--- config.mk ---
export PLATFORM = sky130hd
export DESIGN_NAME = cpu_sequencer
export DESIGN_NICKNAME = d
export VERILOG_FILES = /design/src/rtl/cpu_pkg.sv /design/src/rtl/cpu_wait_timer.sv /design/src/rtl/cpu_sequencer.sv
export SDC_FILE = /design/constraint.sdc
export NUM_CORES = 1
export LEC_CHECK = 0
export ABC_AREA = 1
export ABC_CLOCK_PERIOD_IN_PS = 1700
export BUFFER_PORTS_ARGS = -buffer_cell sky130_fd_sc_hd__buf_2
export CORE_MARGIN = 4
export CORE_UTILIZATION = 35
export CTS_CLUSTER_DIAMETER = 100
export DETAILED_ROUTE_END_ITERATION = 10
export GPL_TIMING_DRIVEN = 0
export PLACE_DENSITY_LB_ADDON = 0.12
export SKIP_LAST_GASP = 1
export SYNTH_ARGS = -nofsm -noshare
export SYNTH_HDL_FRONTEND = slang
export SYNTH_HIERARCHICAL = 1
export SYNTH_SLANG_ARGS = --single-unit
export TNS_END_PERCENT = 1
--- constraint.sdc ---
create_clock -name clk -period 1.7 [get_ports clk]
set_clock_uncertainty 0.05 [all_clocks]
set_input_delay 0.085 -clock clk [delete_from_list [all_inputs] [get_ports clk]]
set_output_delay 0.085 -clock clk [all_outputs]
set_load 0.03 [all_outputs]
--- src/rtl/cpu_pkg.sv ---
// Shared types for the accumulator CPU sequencer: opcodes, phase encoding
// and the memory-read opcode helper.
package cpu_pkg;

  localparam int unsigned PHASE_W      = 3;
  localparam int unsigned STATE_W      = PHASE_W + 1;
  localparam int unsigned MAX_WAIT_DEF = 15;

  typedef enum logic [PHASE_W-1:0] {
    HLT = 3'd0,
    SKZ = 3'd1,
    ADD = 3'd2,
    AND = 3'd3,
    XOR = 3'd4,
    LDA = 3'd5,
    STO = 3'd6,
    JMP = 3'd7
  } opcode_t;

  // HALTED sits outside the 8-phase ring, flagged by the extra top bit.
  typedef enum logic [STATE_W-1:0] {
    INST_ADDR  = 4'd0,
    INST_FETCH = 4'd1,
    INST_LOAD  = 4'd2,
    IDLE       = 4'd3,
    OP_ADDR    = 4'd4,
    OP_FETCH   = 4'd5,
    ALU_OP     = 4'd6,
    STORE      = 4'd7,
    HALTED     = 4'd8
  } phase_t;

  function automatic logic is_mrd(input opcode_t op);
    return (op == ADD) || (op == AND) || (op == XOR) || (op == LDA);
  endfunction

endpackage

--- src/rtl/cpu_wait_timer.sv ---
// Saturating memory wait-state counter; flags the cycle on which a stalled
// fetch reaches MAX_WAIT wait cycles.
module cpu_wait_timer #(
  parameter int unsigned MAX_WAIT = 15
) (
  input  logic clk,
  input  logic rst,
  input  logic hold,
  output logic expired_c
);

  localparam int unsigned CNT_W = $clog2(MAX_WAIT + 1);

  logic [CNT_W-1:0] count;

  // Any cycle that is not a stalled fetch is a phase advance, so it clears.
  always_ff @(posedge clk) begin
    if (rst || !hold) begin
      count <= '0;
    end else if (count != CNT_W'(MAX_WAIT)) begin
      count <= count + CNT_W'(1);
    end
  end

  assign expired_c = hold && (count >= CNT_W'(MAX_WAIT - 1));

endmodule

--- src/rtl/cpu_sequencer.sv ---
// 8-phase fetch/execute sequencer for the accumulator CPU with fetch
// wait-states, timeout and halt. `SINGLE_STEP_EN adds step/step_mode.
module cpu_sequencer
  import cpu_pkg::*;
#(
  parameter int unsigned MAX_WAIT = MAX_WAIT_DEF
) (
  input  logic         clk,
  input  logic         rst,
  input  logic [2:0]   opcode,
  input  logic         zero,
  input  logic         mem_ready,
`ifdef SINGLE_STEP_EN
  input  logic         step,
  input  logic         step_mode,
`endif
  output logic         addr_sel,
  output logic         mem_en,
  output logic         mem_we,
  output logic         ir_load,
  output logic         pc_en,
  output logic         pc_load,
  output logic         alu_en,
  output logic         accumulator_load,
  output logic         accumulator_control,
  output logic [2:0]   phase,
  output logic         halted,
  output logic         timeout
);

  phase_t  state_q, state_d;
  logic    timeout_q, timeout_d;
  opcode_t op;
  logic    mrd_c, alu_op_c, acc_path_c;
  logic    hold_c, expired_c;

  assign op         = opcode_t'(opcode);
  assign mrd_c      = is_mrd(op);
  assign alu_op_c   = (op == ADD) || (op == AND) || (op == XOR);
  assign acc_path_c = (op == LDA) || (op == STO);
  assign hold_c     = ((state_q == INST_FETCH) || (state_q == OP_FETCH)) && !mem_ready;

  cpu_wait_timer #(.MAX_WAIT(MAX_WAIT)) u_wait_timer (
    .clk       (clk),
    .rst       (rst),
    .hold      (hold_c),
    .expired_c (expired_c)
  );

  always_ff @(posedge clk) begin
    if (rst) begin
      state_q   <= INST_ADDR;
      timeout_q <= 1'b0;
    end else begin
      state_q   <= state_d;
      timeout_q <= timeout_d;
    end
  end

  // Next phase and phase-timed strobes; opcode is only consulted from OP_ADDR on.
  always_comb begin
    state_d             = state_q;
    timeout_d           = timeout_q;
    addr_sel            = 1'b0;
    mem_en              = 1'b0;
    mem_we              = 1'b0;
    ir_load             = 1'b0;
    pc_en               = 1'b0;
    pc_load             = 1'b0;
    alu_en              = 1'b0;
    accumulator_load    = 1'b0;
    accumulator_control = 1'b0;
    halted              = 1'b0;
    case (state_q)
      INST_ADDR: begin
        addr_sel = 1'b1;
`ifdef SINGLE_STEP_EN
        if (!step_mode || step) state_d = INST_FETCH;
`else
        state_d = INST_FETCH;
`endif
      end
      INST_FETCH: begin
        addr_sel = 1'b1;
        mem_en   = 1'b1;
        if (mem_ready) begin
          state_d = INST_LOAD;
        end else if (expired_c) begin
          state_d   = HALTED;
          timeout_d = 1'b1;
        end
      end
      INST_LOAD: begin
        addr_sel = 1'b1;
        mem_en   = 1'b1;
        ir_load  = 1'b1;
        state_d  = IDLE;
      end
      IDLE: begin
        addr_sel = 1'b1;
        mem_en   = 1'b1;
        ir_load  = 1'b1;
        state_d  = OP_ADDR;
      end
      OP_ADDR: begin
        if (op == HLT) begin
          state_d = HALTED;
        end else begin
          pc_en   = 1'b1;
          state_d = OP_FETCH;
        end
      end
      OP_FETCH: begin
        mem_en = mrd_c;
        if (mem_ready) begin
          state_d = ALU_OP;
        end else if (expired_c) begin
          state_d   = HALTED;
          timeout_d = 1'b1;
        end
      end
      ALU_OP: begin
        mem_en              = mrd_c;
        accumulator_load    = mrd_c;
        alu_en              = alu_op_c;
        pc_en               = (op == SKZ) && zero;
        pc_load             = (op == JMP);
        accumulator_control = acc_path_c;
        state_d             = STORE;
      end
      STORE: begin
        mem_en              = mrd_c;
        accumulator_load    = mrd_c;
        alu_en              = alu_op_c;
        pc_load             = (op == JMP);
        mem_we              = (op == STO);
        accumulator_control = acc_path_c;
        state_d             = INST_ADDR;
      end
      HALTED: begin
        halted = 1'b1;
`ifdef SINGLE_STEP_EN
        if (step_mode && step) state_d = INST_ADDR;
`endif
      end
      default: state_d = INST_ADDR;
    endcase
  end

  assign phase   = state_q[PHASE_W-1:0];
  assign timeout = timeout_q;

endmodule

# Word level (Yosys, flattened, before mapping)
# Cells that the tools add are included.
[word_totals]
latchBits = 0
memories = 0
output_inout_bits = 14
register_bits = 9
mem_bits_ro = 0
word_cells = 58
ramBits = 0
in_bits = 7
[classes]
n_lt_le_gt_ge = 1
mul = 0
bitwise_logic = 1
addsub = 1
div_mod_pow = 0
reduce_logical = 20
eq_ne = 16
n_shift = 0
mux = 16
[ops]
columns = ["op", "count"]
rows = [
  ["4-bit case mux with 8 select lines", 1],
  ["4-bit by 3-bit == test with 1-bit output (second input constant)", 4],
  ["4-bit two-way mux", 4],
  ["3-bit == test (second input constant)", 4],
  ["1-bit two-way mux", 9],
  ["4-bit by 2-bit == test with 1-bit output (second input constant)", 2],
  ["3-bit by 2-bit == test with 1-bit output (second input constant)", 2],
  ["1-bit logical OR", 6],
  ["2-bit OR reduction", 3],
  ["3-bit OR reduction", 2],
  ["4-bit by 1-bit adder with 4-bit output (second input constant)", 1],
  ["4-bit by 1-bit == test with 1-bit output (second input constant)", 1],
  ["4-bit == test (second input constant)", 1],
  ["4-bit >= comparator (second input constant)", 1],
  ["4-bit logical NOT", 1],
  ["4-bit inequality test (second input constant)", 1],
  ["1-bit case mux with 2 select lines", 2],
  ["4-bit OR reduction", 1],
  ["3-bit by 1-bit == test with 1-bit output (second input constant)", 1],
  ["1-bit logical AND", 3],
  ["3-bit logical NOT", 1],
  ["3-bit AND reduction", 1],
  ["1-bit logical NOT", 2],
  ["1-bit inverter", 1],
]

# Depth between registers and ports, before layout
[logic_depth]
word_depth = 7
mapped_depth = 10

# By module
# The synthesis kept the hierarchy.
[by_module_without_submodules]
columns = ["module", "cells_each", "area_each_um2", "instances"]
rows = [
  ["cpu_sequencer", 74, 414.1, 1],
  ["cpu_wait_timer", 34, 227.7, 1],
]

# Worst setup path before layout
# No wires, ideal clock.
[synth_timing]
kind = "reg-to-reg"
start = "register state_q[1]"
end = "register state_q[3]"
path_buffers = 0
setup_time_ps = 62
arrival_time_ps = 1386
path_stages_with_launch = 6
path_slack_ps = 203
path_cell_list = "dfxtp_1 -> inv_1 -> nand2_1 -> nor3_1 -> nand2_1 -> nand2_1"
[synth_via]
elab_chain_cells = 7
word_cells_on_any_way = 15
classes_between = "eq/ne (7); mux (4); reduce/logical (4)"
[synth_rtl]
columns = ["element", "line_no", "text"]
rows = [
  ["start, declared", "cpu_sequencer.sv:31", "phase_t state_q, state_d;"],
  ["start signal, assigned", "cpu_sequencer.sv:55", "state_q <= state_d;"],
  ["4-bit by 1-bit == test with 1-bit output or 4-bit by 3-bit == test with 1-bit output (tied branches)", "cpu_sequencer.sv:41, cpu_sequencer.sv:74", ""],
  ["1-bit logical OR", "cpu_sequencer.sv:41", "assign hold_c = ((state_q == INST_FETCH) || (state_q == OP_FETCH)) && !mem_ready;"],
  ["1-bit logical AND", "cpu_sequencer.sv:41", ""],
  ["1-bit logical AND", "cpu_wait_timer.sv:25", "assign expired_c = hold && (count >= CNT_W'(MAX_WAIT - 1));"],
  ["4-bit two-way mux", "-", ""],
  ["4-bit two-way mux, on equally long branches", "-", ""],
  ["4-bit case mux with 8 select lines", "cpu_sequencer.sv:74", "case (state_q)"],
]
# Several ways; a longest one is shown, not always the timed one.
# A chain may end at the register's enable or synchronous reset.

# Worst setup path after layout
[layout_timing]
start = "register state_q[2]"
end = "output port alu_en"
[layout_via]
elab_chain_cells = 3
word_cells_on_any_way = 4
classes_between = "eq/ne (2); mux (1); reduce/logical (1)"
[layout_rtl]
columns = ["element", "line_no", "text"]
rows = [
  ["4-bit by 3-bit == test with 1-bit output", "cpu_sequencer.sv:74", ""],
  ["2-bit OR reduction (no line) (*)", "-", ""],
  ["1-bit two-way mux (*)", "cpu_sequencer.sv:74", ""],
  ["end, declared", "cpu_sequencer.sv:23", "output logic alu_en,"],
]
# Every way passes the cells marked *; elsewhere a longest branch is shown, timed or not.

==> impl_metrics.toml <==
[outcome]
status = "finished clean"

[layout]
finalNetCount = 143
num-fill-cells = 207
antennaDiodeCount = 0
final_area_um2 = 810.8
post_route_cells_drive_above_1_share_pct = 24.81
final_core_utilization_pct = 46.96
area_growth_pct = 26.32

[power]
worst_ir_drop_vdd_mv = 0.3459
power_frac_seq_pct = 43.8
switchingPower_uw = 172.8
switching_share_pct = 33.06
clockPowerShare_pct = 31.8
power.density_cell_area_nw_per_um2 = 644.5
p_int_uw = 349.8
power_leakage_nw = 0.4614
power.combinational.fraction_pct = 24.4
power.total_uw = 522.6

[critical_path]
worstRegToRegCells = 9
worst-endpoint-required_ns = 1.56
worst-path-max-fanout = 7
worst_r2r_startpoint = "state_q[0]"
r2r_setup_slack_ns = 0.19
critical_path.reg2reg.endpoint = "state_q[2]"
cp-startpoint = "state_q[2]"
timing_worst_setup_path_type = "reg -> out"
category_of_the_worst_setup_path_capture_point = "output port"
worst_ep_arrival_time_ns = 1.42
cp-start-kind = "flop"

[placed_design]
place.detailed.hpwl_um = 1203
placed_cell_area_um2 = 773.2
gp_congestion = 0.7787
io_buffer_count = 20

[cts]
worstSkewPairLatency_ns = 0.27
ctsHoldBuffers = 1
cts_tree = "done"
cts_buffer_depth = 2
numCtsBuffers = 3
ctsHtreeMaxLevel = 1
clk_root_buffer_cell = "clkbuf_4"
post_cts_resize_count = 0
cts.sink_count = 9
post_cts.repair.setup_buffers = 0
path_clk_slew_ns = 0.06

[synthesis]
synth_top_area_share_pct = 28.07
netlist_top_cells_area = "dfxtp_1, nand2_1, inv_1"
synth_seq_cells = 9
synth.yosys.seq_area_share_pct = 28.07
syn_avg_cell_area_um2 = 5.943
synthDominantAreaCellType = "dfxtp_1"
ys_types = 19
synthesis.area_um2 = 641.9
synth_warnings = 6
synthesis.nets = 117
post_synth_inst_count = 108

[detailed_routing]
ant_nets = 0
drt-initial-drc-count = 9
via_per_inst = 4.443
vias = 702
post_drt_wl_per_cell_um = 9.139
finalWirelength_um = 1444
drc_errors = 0
drt-pass1-iter-count = 4

[timing]
finalWorstPathRequiredPeriod_ns = 1.553
whs_ns = 0.1069
report.final.slew_viol_count = 0
timing.slew.headroom_pct = 83.39
timing.fmax_mhz = 643.9
worst-slew-pin-transition_ns = 0.2473
timing.final.crit_share_pct = 91.35
unrepaired_setup_endpoints_after_global_routing = "false"
final-hold-violation-count = 0
setup_total_negative_slack_ns = 0
setup_viol_count_final = 0

[floorplanning]
io_pins = 21
die-area_um2 = 2583
core_area_um2 = 1727
die_width_um = 50.83
std_cell_rows = 15
die-height_um = 50.83
start_util_pct = 37.17

[global_routing]
gr-usage-met2_pct = 20.22
top_usage_layer = "met2"
grt_first_pass_wirelength_um = 2504
overflow_left_after_global_routing = 0
grt_antenna_before_repair = 0
grt_pass1_vias = 629
grt_start_max_net_pins = 8
grt.total_usage_pct = 12.92
grtUsageMet3_pct = 5.248
grt_use_met1_pct = 16.16

[hold_path]
worst_hold_path_type = "in -> reg"
hp-start = "mem_ready"
holdPathEnd = "timeout"
worstHoldPathCells = 4

[flow_run]
cap_violations = 0
==> registers in the layout, indices dropped and copies added (netlist names) <==
signal	count
state_q	4
u_wait_timer/count	4
timeout	1
==> cells in the mapped netlist <==
| library cell | number |
|---|---|
| nand2_1 | 29 |
| inv_1 | 19 |
| nor2_1 | 18 |
| dfxtp_1 | 9 |
| nand3_1 | 6 |
| nor3_1 | 5 |
| a21oi_1 | 4 |
| buf_4 | 3 |
| ha_1 | 2 |
| nor2_2 | 2 |
| o21a_1 | 2 |
| o21bai_1 | 2 |
| inv_2 | 1 |
| nand2_2 | 1 |
| nand3_2 | 1 |
| nand4_1 | 1 |
| nor3_2 | 1 |
| o211ai_1 | 1 |
| o21ai_0 | 1 |
==> cell usage in the layout (no fill, tap or decap), drive strengths merged, types with 2 or more instances in the layout <==
cell / count
nor2: 20
buf: 23
nand3: 7
inv: 20
dfxtp: 9
a21oi: 4
nor3: 6
clkbuf: 3
ha: 2
o21a: 2
o21bai: 2
nand2: 30
==> final cells by class <==
cell class                      instances  area, um^2  area share, %
Timing Repair Buffer                   21       110.1          13.58
Inverter                               20       75.07          9.259
Tap cell                               25       31.28          3.858
Sequential cell                         9       180.2          22.22
Clock buffer                            3       22.52          2.778
Buffer                                  3       22.52          2.778
Multi-Input combinational cell         76       364.1          44.91
Clock inverter                          1       5.005         0.6173
==> per-layer routing <==
layer / share of wire, % / routed length, um / vias to the layer above
met4: 0.48 / 7 / 0
li1: - / - / 381
met2: 44 / 640 / 12
met5: 0 / 0 / -
met1: 50 / 724 / 307
met3: 4.9 / 71 / 2
==> power groups by stage <==
stage / clock network [mW] / registers [mW] / logic [mW]
5_1_grt: 0.183 / 0.231 / 0.142
2_1_floorplan: 0 / 0.230 / 0.0926
6_report: 0.166 / 0.229 / 0.127
4_1_cts: 0.173 / 0.229 / 0.128
3_3_place_gp: 0 / 0.233 / 0.125
3_5_place_dp: 0 / 0.234 / 0.126
==> critical path, cell delays in order (launching register included) <==
cell and delay, ns:
dfxtp_1 0.46, nand2_2 0.11, inv_1 0.08, nand2_1 0.09, nor2_2 0.11, o21a_1 0.12, buf_2 0.19
==> worst max-delay path by stage <==
stage | endpoint | slack [ns] | depth (start not counted)
detailed placement | state_q[2] | 0.21 | 10
CTS | alu_en | 0.14 | 6
finish | alu_en | 0.15 | 6
global placement | state_q[2] | 0.20 | 10
floorplan | state_q[3] | 0.20 | 5
global route | state_q[2] | 0.03 | 9
==> metrics by stage <==
step / setup WS, ns / cells
detailed placement: 0.2051 / 153
global placement: 0.1979 / 153
finish: 0.1470 / 158
floorplan: 0.2026 / 108
global route: 0.02769 / 158
CTS: 0.1430 / 158
==> logic make-up after synthesis <==
group | after synthesis | synth area share, %
flops | 9 | 28.07
simple gates | 64 | 43.08
buf+inv | 23 | 15.20
fa+ha+maj | 2 | 3.898
compound gates | 10 | 9.745
(Power assumes the default switching activity.)
